===== config.mk =====
export PLATFORM = sky130hd
export DESIGN_NAME = countdown_reload_top_flat
export DESIGN_NICKNAME = d
export VERILOG_FILES = /design/src/rtl/countdown_pkg.sv /design/src/rtl/countdown_reload_if.sv /design/src/rtl/countdown_reload_top.sv /design/src/flat_wrapper.sv
export SDC_FILE = /design/constraint.sdc
export NUM_CORES = 1
export LEC_CHECK = 0
export ABC_AREA = 1
export ABC_CLOCK_PERIOD_IN_PS = 1500
export BUFFER_PORTS_ARGS = -buffer_cell sky130_fd_sc_hd__buf_2
export CAP_MARGIN = 20
export CORE_AREA = 2 2 39 41
export DETAILED_ROUTE_END_ITERATION = 12
export DIE_AREA = 0 0 41 43
export PLACE_DENSITY_LB_ADDON = 0.08
export SYNTH_ARGS = -nofsm -noshare
export SYNTH_HDL_FRONTEND = slang
export SYNTH_SLANG_ARGS = --single-unit

===== constraint.sdc =====
create_clock -name clk -period 1.5 [get_ports clk]
set_clock_uncertainty 0.15 [all_clocks]
set_input_delay 0.15 -clock clk [delete_from_list [all_inputs] [get_ports clk]]
set_output_delay 0.15 -clock clk [all_outputs]
set_load 0.005 [all_outputs]

===== src/rtl/countdown_pkg.sv =====
// Shared types for the loadable countdown timer.
package countdown_pkg;

  typedef enum logic {
    IDLE = 1'b0,
    RUN  = 1'b1
  } countdown_state_e;

endpackage


===== src/rtl/countdown_reload_if.sv =====
// Load handshake between a requester (master) and the countdown timer (slave).
interface countdown_reload_if #(
  parameter int WIDTH = 4
);

  logic             load_valid;
  logic             load_ready;
  logic [WIDTH-1:0] load_value;

  modport master (
    output load_valid,
    output load_value,
    input  load_ready
  );

  modport slave (
    input  load_valid,
    input  load_value,
    output load_ready
  );

endinterface


===== src/rtl/countdown_reload_top.sv =====
// Loadable down-counter with terminal-count pulse and optional auto-reload.
//
// state | meaning
// IDLE  | waiting for a load; load_ready high, count holds
// RUN   | counting down on enable; busy high
module countdown_reload_top
  import countdown_pkg::*;
#(
  parameter int WIDTH = 4
) (
  input  logic             clk,
  input  logic             reset_n,
  countdown_reload_if.slave load_bus,
  input  logic             auto_reload,
  input  logic             enable,
  input  logic             abort,
  output logic [WIDTH-1:0] count,
  output logic             busy,
  output logic             expire
);

  countdown_state_e state, state_nxt;
  logic [WIDTH-1:0] reload_reg, reload_nxt;
  logic [WIDTH-1:0] count_nxt;
  logic             expire_nxt;

  always_ff @(posedge clk or negedge reset_n) begin
    if (!reset_n) begin
      state      <= IDLE;
      count      <= '0;
      reload_reg <= '0;
      expire     <= 1'b0;
    end else begin
      state      <= state_nxt;
      count      <= count_nxt;
      reload_reg <= reload_nxt;
      expire     <= expire_nxt;
    end
  end

  always_comb begin
    state_nxt  = state;
    count_nxt  = count;
    reload_nxt = reload_reg;
    expire_nxt = 1'b0;
    case (state)
      IDLE: begin
        if (load_bus.load_valid) begin
          if (load_bus.load_value != '0) begin
            count_nxt  = load_bus.load_value;
            reload_nxt = load_bus.load_value;
            state_nxt  = RUN;
          end else begin
            // zero-length timer expires without ever entering RUN
            expire_nxt = 1'b1;
            count_nxt  = '0;
          end
        end
      end
      RUN: begin
        if (abort) begin
          count_nxt = '0;
          state_nxt = IDLE;
        end else if (enable) begin
          if (count > WIDTH'(1)) begin
            count_nxt = count - WIDTH'(1);
          end else begin
            // count is never 0 in RUN, so this is the terminal cycle
            expire_nxt = 1'b1;
            if (auto_reload) begin
              count_nxt = reload_reg;
            end else begin
              count_nxt = '0;
              state_nxt = IDLE;
            end
          end
        end
      end
      default: state_nxt = IDLE;
    endcase
  end

  always_comb begin
    busy                = (state == RUN);
    load_bus.load_ready = (state == IDLE);
  end

endmodule


===== src/flat_wrapper.sv =====
// flat-port wrapper written by rule: the top's interface ports become plain ports
module countdown_reload_top_flat import countdown_pkg::*;
#(
  parameter int WIDTH = 4
)
  (clk, reset_n, auto_reload, enable, abort, count, busy, expire, load_bus_load_valid, load_bus_load_value, load_bus_load_ready);
  countdown_reload_if #(.WIDTH(WIDTH)) load_bus_i ();
  input  logic clk;
  input  logic reset_n;
  input  logic auto_reload;
  input  logic enable;
  input  logic abort;
  output logic [WIDTH-1:0] count;
  output logic busy;
  output logic expire;
  input wire logic [$bits(load_bus_i.load_valid)-1:0] load_bus_load_valid;
  input wire logic [$bits(load_bus_i.load_value)-1:0] load_bus_load_value;
  output wire logic [$bits(load_bus_i.load_ready)-1:0] load_bus_load_ready;
  assign load_bus_i.load_valid = load_bus_load_valid;
  assign load_bus_i.load_value = load_bus_load_value;
  assign load_bus_load_ready = load_bus_i.load_ready;
  countdown_reload_top #(.WIDTH(WIDTH)) u_core (.clk(clk), .reset_n(reset_n), .load_bus(load_bus_i), .auto_reload(auto_reload), .enable(enable), .abort(abort), .count(count), .busy(busy), .expire(expire));
endmodule

==> summary.txt <==
Die
  • # rows: 14
  • Die Ht: about 43 um
  • Die area: 0.00176 mm2
  • Core footprint: 0.00138 mm2
  • Die width: between 40 and 50 um
  • Ports: 17
  • Initial Util: between 40% and 50%

Drt
  • DRT Pass-1 Iters: 4
  • Final ANT Viol Nets: 0
  • Iter 0 DRT Violations: 17
  • WL per Instance: between 10 and 15 um
  • DRC: 0
  • Post-Route WL: about 1.4 mm
  • Vias per cell: ~5
  • Total number of vias: 600

Global routing
  • Vias in the first global route: between 500 and 600
  • GRT overflow: 0
  • GRT Util Overall: 17.8%
  • Antenna violations before repair: 0
  • First-pass GRT wire length: between 2 and 2.5 mm
  • Largest net degree at the start of global routing: 11

Place
  • Port Buf Inserts: 16
  • HPWL after DPL: 1.10 mm
  • Cells after DPL: between 100 and 150
  • Area after DPL: just over 700 um2
  • Routability-driven placement congestion ratio: about 0.8

Setup path
  • CP delay by family, top: flip-flops
  • Crit end category: flip-flop
  • Crit path required time: between 1000 and 1500 ps
  • Crit path buffers/inverters: 2
  • Crit path cell chain: buf_4 -> ha_1 -> inv_2 -> nand2_4 -> nand3_4 -> nand2_1 -> nand3_1 -> a21oi_2
  • Crit Reg-Reg Startpoint: u_core.count[0]
  • Critical Path Fanout Max: 6
  • Crit Path Class: flip-flop to flip-flop
  • RR Endpoint: u_core.count[1]
  • Element type at the critical path start: flip-flop
  • R2R setup slack: 60 ps
  • Slowest cell delay on critical path: around 400 ps
  • FF-to-FF path depth: 8
  • Critical Path Slowest Stage Cell: dfrtp_1
  • CP Data Arrival Time: between 1000 and 1500 ps

Cells and area
  • Antenna Cells: 0
  • Number of fill cells: between 100 and 150
  • Share of cells above drive strength 1: 32.7%
  • Final Non-Filler Cells: 120
  • Fin area: 788 um2
  • Fin util: a little under three fifths
  • # nets final: roughly 120
  • Area delta synth->final: 29.9%

Yosys
  • Synth top area cells: dfrtp_1 (41%), nand2_1 (9.9%), o21ai_0 (8.2%)
  • Synth top area share: around two fifths
  • EDFF count, synth: 0
  • Main synth FF type: dfrtp_1
  • Synth Warn #: 0
  • Top-count cell post-synth: nand2_1
  • Synthesized area per cell: roughly 7.5 um2
  • Post-synth top area cell: dfrtp_1
  • Asr flop ratio synth: between 90% and 100%
  • Syn nets: just over 90
  • Cells after Synth: 81
  • #FFs+latches synth: 10
  • Most frequent cells after synthesis: nand2_1 (16), inv_1 (12), dfrtp_1 (10), o21ai_0 (10), nand3_1 (7)
  • Synth unique cells: 16
  • Post-synthesis sequential area ratio: about two fifths
  • Synth Cell Area: 607 um2

Run status
  • Status: completed

STA
  • Fmax: 696 MHz
  • Tcrit/Tclk final: approximately 96%
  • Hold WS: 31.9 ps
  • Final hold violations: 0
  • Rel. slew slack: between 70 and 80%
  • Final Setup Violations: 0
  • Crit path time final: roughly 1400 ps
  • Max Slew Vio Count: 0
  • Slew @ Worst Pin: 309 ps

Power and ir drop
  • Sequential share of power: 34.7%
  • VDD IR-drop max: about 0.73 mV
  • Comb pwr share: between 50% and 60%
  • Cell Int Power: about 710 uW
  • Switch Pwr: between 500 and 600 uW
  • Net Sw Frac: 42.1%
  • Clk pwr share: between 10% and 20%
  • Leakage power: ~0.0004 uW
  • Power per cell area: 1550 mW/mm2

Worst hold path
  • HP Start: load_bus_load_value[2]
  • Hold EP: u_core.reload_reg[2]
  • Hold crit path type: input port to flip-flop
  • Hold path cells: 3

Clocking
  • H-tree Lvls: 1
  • Clock root cell: clkbuf_4
  • Clk sinks: 10
  • CTS tree: yes
  • Latest clock arrival within the worst-skew pair: around 250 ps
  • Number of buffers created by CTS: 3
  • Clock transition at path regs: ~60 ps
  • Clock Tree Buf Depth: 2

Flow run
  • # Max-Cap Violations: 0
## layout by cell type (no fill, tap or decap), drive strengths merged
cell,count
buf,19
dfrtp,10
o21ai,11
a21oi,4
xnor2,1
ha,2
dlygate4sd3,1
inv,14
nor3,1
nand3,8
nand2,18
nand4,5
nor2,7
clkbuf,3
## cell type report
class / instances / area [um2] / area share (%)
multi-input cells: 57 / 330 / 41.9
flip-flops and latches: 10 / 250 / 31.7
repair buffers: 20 / 113 / 14.3
inverters: 14 / 52.6 / 6.67
clock buffers: 3 / 22.5 / 2.86
well taps: 16 / 20.0 / 2.54
## through the flow
stage                     setup slack (ps)  total power (uW)  TNS (ps)
after floorplan                        110               786         0
after global placement                75.6               981         0
after detailed placement              37.5               979         0
after CTS                             28.5              1160         0
after global routing                 -3.13              1330     -3.13
final                                 62.3              1220         0
## metal layers
metal	GRT usage, %	wire length [um]	up-vias
met2	23.8	594	13
li1	-	-	315
met1	26.4	695	270
met4	8.00	18	0
met3	4.71	67	2
met5	0	0	-
## power groups by stage
stage,Sequential (uW),Clock (uW),Combinational [uW]
after floorplan,421,0,364
after global placement,418,0,563
after detailed placement,422,0,557
final,423,170,627
after CTS,418,180,561
after global routing,431,193,711
## how the worst max path moves through the flow
| stage | depth (start not counted) | to | start |
|---|---|---|---|
| finish | 8 | u_core.count[1] | u_core.count[0] |
| global route | 8 | u_core.count[1] | u_core.count[1] |
| CTS | 7 | u_core.busy | u_core.count[0] |
| detailed placement | 7 | u_core.busy | u_core.count[0] |
| global placement | 7 | u_core.busy | u_core.count[0] |
| floorplan | 7 | u_core.busy | u_core.count[0] |
## cell families (layout without fill, tap and decap cells)
| family | after synthesis | count (layout) | synth area share [%] |
|---|---|---|---|
| AND/OR/NAND/NOR | 39 | 39 | 32.2 |
| AO/OA/AOI/OAI | 15 | 15 | 12.4 |
| buffers and inverters | 14 | 37 | 8.66 |
| flip-flops | 10 | 10 | 41.2 |
| adder cells (fa/ha/maj) | 2 | 2 | 4.12 |
| XOR/XNOR | 1 | 1 | 1.44 |
## tightest hold or removal path, delay by kind of cell
family          cells  cell delay (ps)
compound gates      1               70
buf+inv             2              170
## repair_timing
item,CTS,global route
buffers inserted,0,1
endpoints found under the hold margin,10,0
endpoints found under the setup margin,0,6
hold buffers,1,0
resized for setup,0,8
Note: power is estimated with default switching activity, not from simulation.
